[config.mk]
export PLATFORM = sky130hd
export DESIGN_NAME = fetch_ctrl
export DESIGN_NICKNAME = d
export VERILOG_FILES = /design/src/rtl/fetch_ctrl.sv
export SDC_FILE = /design/constraint.sdc
export NUM_CORES = 1
export LEC_CHECK = 0
export ABC_AREA = 1
export CORE_AREA = 2 2 205 207
export CTS_BUF_LIST = sky130_fd_sc_hd__clkbuf_16
export CTS_CLUSTER_SIZE = 40
export DETAILED_ROUTE_END_ITERATION = 10
export DIE_AREA = 0 0 207 209
export DONT_BUFFER_PORTS = 1
export PLACE_DENSITY_LB_ADDON = 0.2
export SLEW_MARGIN = 10
export SYNTH_ARGS = -nofsm -noshare
export SYNTH_HDL_FRONTEND = slang
export SYNTH_SLANG_ARGS = --single-unit
[constraint.sdc]
create_clock -name clk -period 2.5 [get_ports clk]
set_input_delay 0.375 -clock clk [delete_from_list [all_inputs] [get_ports clk]]
set_output_delay 0.375 -clock clk [all_outputs]
set_load 0.03 [all_outputs]
[src/rtl/fetch_ctrl.sv]
// Fetch sequencer: owns the PC, keeps at most one instruction-memory request in flight
// and buffers one returned instruction for decode. Branch redirects can arrive in any state.
module fetch_ctrl #(
  parameter logic [63:0] RESET_PC = 64'h0,
  parameter int          INSTR_W  = 32
) (
  input  logic               clk,
  input  logic               reset,
  input  logic               PCSrc_F,
  input  logic [63:0]        PCBranch_F,
  input  logic               stall_D,
  output logic               imem_req,
  output logic [63:0]        imem_addr,
  input  logic               imem_gnt,
  input  logic               imem_rvalid,
  input  logic [INSTR_W-1:0] imem_rdata,
  output logic               instr_valid_D,
  output logic [INSTR_W-1:0] instr_D,
  output logic [63:0]        pc_D,
  output logic [31:0]        fetch_count
);

  typedef enum logic [1:0] {IDLE, REQ, WAIT, OUT} state_t;

  state_t               state, state_nxt;
  logic [63:0]          pc, pc_nxt, pc_inflight, pc_inflight_nxt, pc_D_nxt;
  logic                 discard, discard_nxt, valid_nxt;
  logic [INSTR_W-1:0]   instr_nxt;
  logic [31:0]          count_nxt;

  // Branch targets are word aligned; the low bits are dropped on purpose.
  logic unused_br_lsb;
  assign unused_br_lsb = ^PCBranch_F[1:0];

  assign imem_req  = (state == REQ);
  assign imem_addr = pc;

  always_comb begin
    state_nxt       = state;
    pc_nxt          = pc;
    pc_inflight_nxt = pc_inflight;
    discard_nxt     = discard;
    valid_nxt       = instr_valid_D;
    instr_nxt       = instr_D;
    pc_D_nxt        = pc_D;
    count_nxt       = fetch_count;
    case (state)
      IDLE: state_nxt = REQ;
      REQ: begin
        if (imem_gnt) begin
          pc_inflight_nxt = pc;
          pc_nxt          = pc + 64'd4;
          discard_nxt     = PCSrc_F;  // granted request is wrong path if redirected now
          state_nxt       = WAIT;
        end
      end
      WAIT: begin
        if (imem_rvalid) begin
          if (discard || PCSrc_F) begin
            discard_nxt = 1'b0;
            state_nxt   = REQ;
          end else begin
            instr_nxt = imem_rdata;
            pc_D_nxt  = pc_inflight;
            valid_nxt = 1'b1;
            state_nxt = OUT;
          end
        end else if (PCSrc_F) begin
          discard_nxt = 1'b1;
        end
      end
      OUT: begin
        if (PCSrc_F) begin
          valid_nxt = 1'b0;
          state_nxt = REQ;
        end else if (!stall_D) begin
          count_nxt = fetch_count + 32'd1;
          valid_nxt = 1'b0;
          state_nxt = REQ;
        end
      end
      default: state_nxt = IDLE;
    endcase
    // Redirect overrides any sequential PC update, whatever the state.
    if (PCSrc_F) pc_nxt = {PCBranch_F[63:2], 2'b00};
  end

  always_ff @(posedge clk) begin
    if (!reset) begin
      state         <= IDLE;
      pc            <= {RESET_PC[63:2], 2'b00};
      pc_inflight   <= '0;
      discard       <= 1'b0;
      instr_valid_D <= 1'b0;
      instr_D       <= '0;
      pc_D          <= '0;
      fetch_count   <= '0;
    end else begin
      state         <= state_nxt;
      pc            <= pc_nxt;
      pc_inflight   <= pc_inflight_nxt;
      discard       <= discard_nxt;
      instr_valid_D <= valid_nxt;
      instr_D       <= instr_nxt;
      pc_D          <= pc_D_nxt;
      fetch_count   <= count_nxt;
    end
  end

endmodule

Yosys cells after proc, flatten, opt, wreduce, memory -nomap -nowiden:

Cells that the tools add are included.

* word-level logic and storage cells: 57
* flip-flop bits (word level): 260

* bitwise logic cells: 4
* eq/ne operators: 9
* multiplexer cells: 19
* add/sub/neg operators: 2
* reductions and logical operators: 14

Operator list (number)
* 64-bit two-way mux: 3
* 64-bit by 3-bit adder with 64-bit output (second input constant): 1
* 32-bit by 1-bit adder with 32-bit output (second input constant): 1
* 2-bit two-way mux: 5
* 3-bit inequality test (second input constant): 3
* 3-bit AND reduction: 3
* 1-bit two-way mux: 8
* 2-bit case mux with 4 select lines: 1
* 4-bit AND reduction: 2
* 2-bit nonzero test: 4
* 2-bit equality test (second input constant): 2
* 2-bit inequality test (second input constant): 2
* 1-bit NOT: 4
* 1-bit case mux with 2 select lines: 2
* 2-bit AND reduction: 2
* 2-bit by 1-bit equality test with 1-bit output (second input constant): 1
* 2-bit logical NOT: 1
* 2-bit by 1-bit inequality test with 1-bit output (second input constant): 1
* 2-bit OR reduction: 1
* 1-bit logical OR: 1

Logic depth before layout (Yosys ltp):

Gate-level depths: netlist of the first run.

* word-level depth: 4
* gate-level depth with buffers: 12
* depth with buffers taken out: 12

Worst setup path before layout of the first run:

No wires, ideal clock.

* path kind: reg-to-reg
* from: register state[1]
* to: register pc[21] (netlist: imem_addr[21])
* data arrival time: 1.734 ns
* cell stages (with the launch flop): 12
* setup slack: 0.638 ns
* cell sequence: dfxtp_1 > inv_1 > ha_1 > nand2_1 > inv_2 > nor2_4 > inv_2 > clkbuf_2 > clkbuf_1 > o21ai_0 > a21oi_1 > nor2_1

* cells in the longest elaborated chain, start to end: 3

RTL lines
* start: declaration: line 25 `state_t state, state_nxt;`
* start signal: assignment: line 99 `state <= state_nxt;`
* 2-bit by 1-bit equality test with 1-bit output
* net imem_req: line 12 `output logic imem_req,`
* 2-bit nonzero test (no line)
* 2-bit AND reduction (no line)
* end signal: assignment: line 91 `pc <= {RESET_PC[63:2], 2'b00};`
* end signal: assignment: line 100 `pc <= pc_nxt;`
* end: declaration: line 26 `logic [63:0] pc, pc_nxt, pc_inflight, pc_inflight_nxt, pc_D_nxt;`

The timed path passes the listed nets, and every way through them passes these cells.
A chain may end at the register's enable or synchronous reset.

Worst setup path after layout of the first run:

* from: register state[0]
* to: register discard

* cells in the longest elaborated chain, start to end: 3
* elaborated cells between the ends (all ways): 8

RTL lines
* 2-bit equality test or 2-bit by 1-bit equality test with 1-bit output (tied branches): line 47 `case (state)`
* 3-bit inequality test (no line) (tied with other cells)
* 4-bit AND reduction (no line)
* end signal: assignment: line 102 `discard <= discard_nxt;`
* end: declaration: line 27 `logic discard, discard_nxt, valid_nxt;`

Several ways; a longest one is shown, not always the timed one.

==> run summary, run 1 <==
P&R area growth vs syn - 23.4%
Pwr dens - 731 mW/mm2
Setup CP Type - reg2reg
Syn avg cell area - 6.73 um2
Filler-free cell count of the finished design - 2474
CP required - 3020 ps
Nets - 2015
Clk sink count - 254
Largest net degree at the start of global routing - 156
Drt pass-1 iters - 5
Leak - 6.10 nW
Final Critical Period - 2290 ps
Max-slew violation count - 0
Gpl congestion - 0.966
Critical Path Source - state[0]
Register area share after synthesis - 0.419
Synth Flop Type - dfxtp_1
Post-synth EDFFs - 0
Cell row count - 75
Root buffer cell - clkbuf_16
Place WS - 566 ps
Antenna violations before repair - 4
Max VDD drop - 520 uV
Crit-path cells - inv_1 -> ha_1 -> nand2_1 -> nor2_4 -> buf_12 -> nor3_1 -> nand3_1 -> dlygate4sd3_1 -> a21oi_1
Die area - 0.0433 mm2
Rel. slew slack - 0.505
Min Hold Slack - 0.610 ps
RSZ-0062 raised after global routing - no
Via density - 4.85
H-tree Lvls - 1
CTS max path bufs - 3
Hold Startpoint - reset
Core ar. - 0.0413 mm2
Routed vias - 12.0k
DP Area - 0.0131 mm2
Layout cell share with drive strength beyond 1 - 0.105
Cell with the most instances after synthesis - nor2_1
Synth area leader - dfxtp_1
Synth top area cells - dfxtp_1, nor2_1, nand2_1
IO Port Bufs - 0
First-pass GRT wire length - 70.8 mm
Hold Path Class - in2reg
Async SR Flop Fraction - 0
Post-synthesis cell type count - 43
Reg area - 0.00508 mm2
Final setup fails - 0
Mapped Cells - 1803
Final TNS setup - 0 ps
Die Y - 209 um
Crit-path slowest cell - dlygate4sd3_1
Tot GR Track Use - 0.209
Seq cells post-synth - 254
IO Pins - 296
Top post-synthesis cells by count - nor2_1, nand2_1, dfxtp_1
Status - completed
Worst Path Arrival - 2810 ps
Drt wl/cell - 18.8 um
CTS tree - done
Multi-input logic area - 0.00603 mm2
Synthesis Warnings - 0
Gr ovfl total - 0
DR DRC count - 0
CP Capture Type - register
Nature of the critical path startpoint - register
Clock skew - 16.8 ps
DRT Wirelength - 46.6 mm
WP buf/inv - 3
Pwr Total - 10.9 mW
Clk_lat worst skew - 590 ps
Crit path max fanout - 95
Design Area, Final - 0.0150 mm2
Placed insts - 2339
DIE WIDTH - 207 um
Max-Cap Viols - 0
Initial DRC Count - 684
CTS clk-pin slew, worst paths - 60 ps
PnR worst setup slack - 213 ps
Filler cells - 4536
Final HPWL DP - 32.6 mm
Vias in the first global route - 11.3k
Final Util - 0.362
F_max - 437 MHz
Fin crit share - 0.915
Worst-Margin Slew - 741 ps
Starting density of the core - 0.294
CP delay by family, top - buffers and inverters
Synth Cell Area - 0.0121 mm2
Worst R2R Start - state[0]
Antenna-violating nets left - 0
Final Hold Vio Count - 0
Synth top area share - 0.419
CTS Buf Count - 31
Slowest stage delay, CP - 580 ps
[registers in the layout, indices dropped and copies added (netlist names)]
register       cells
imem_addr         62
pc_D              62
pc_inflight       62
fetch_count       32
instr_D           32
state              2
discard            1
instr_valid_D      1
[placed cells by master (no fill, tap or decap), types with 13 or more instances in the layout]
cell,netlist,routed
a21oi_1,105,105
dfxtp_1,254,254
nor2_4,14,15
nor3_1,18,18
nand2_1,359,359
dlygate4sd3_1,0,74
inv_1,162,164
clkbuf_16,0,31
nand3_1,78,78
nor2_1,368,368
o21ai_0,215,215
o21ai_1,15,15
buf_4,5,74
a31oi_1,18,18
nor2_2,14,13
nand4_1,14,14
nand2_2,14,14
xor2_1,17,17
[per-layer routing]
layer  part of all wire  global-route usage  wire, um
met5            0.00028                   0        13
met4              0.033              0.0687      1520
met3              0.070              0.0540      3280
met2               0.44               0.329     20700
met1               0.45               0.280     21100
[worst paths after layout]
kind                                   endpoint  slack, ps  depth (start not counted)
worst max register to register          discard        210                          9
worst min register to register          discard        460                          2
worst max-delay path                    discard        210                          9
worst min-delay path            pc_inflight[17]        0.6                          2
[worst reg2reg max path, stage by stage (launching register included)]
cell and delay (ps):
dfxtp_1 390, inv_1 60, ha_1 250, nand2_1 180, nor2_4 60, buf_12 220, nor3_1 250, nand3_1 90
dlygate4sd3_1 580, a21oi_1 130
[where the power goes]
part | switching (mW) | internal [mW]
Combinational | 0.797 | 0.411
Clock | 1.96 | 3.09
Sequential | 0.349 | 4.32
Total | 3.11 | 7.82
[layout make-up]
class	instances	area share
well taps	539	0.0451
repair buffers	153	0.0933
multi-input cells	1298	0.403
clock inverters	27	0.0234
flip-flops and latches	254	0.340
clock buffers	31	0.0519
diodes	2	0.000335
inverters	170	0.0428
[kinds of logic (layout without fill, tap and decap cells)]
kind of cell,after synthesis,count (layout),share of synthesized area
AOI/OAI and AO/OA,365,365,0.156
other,1,6,0.000309
buffers and inverters,254,381,0.0844
DFF,254,254,0.419
adders and majority gates,5,5,0.00516
and+or+nand+nor,900,900,0.318
xor gates and xnor gates,24,24,0.0173
[repair_timing]
action                                  4_1_cts  5_1_grt
endpoints found under the setup margin        0        9
hold endpoints to repair                    183        0
setup buffers                                 0        0
hold buffers                                 75        0
gates resized for setup                       0        1
(Power assumes the default switching activity.)
==> run 2: changes to the inputs <==
TNS_END_PERCENT = 50   (was default)
==> results of run 2 <==
Same layout as run 1: the final DEF is identical, and so are final timing and power.
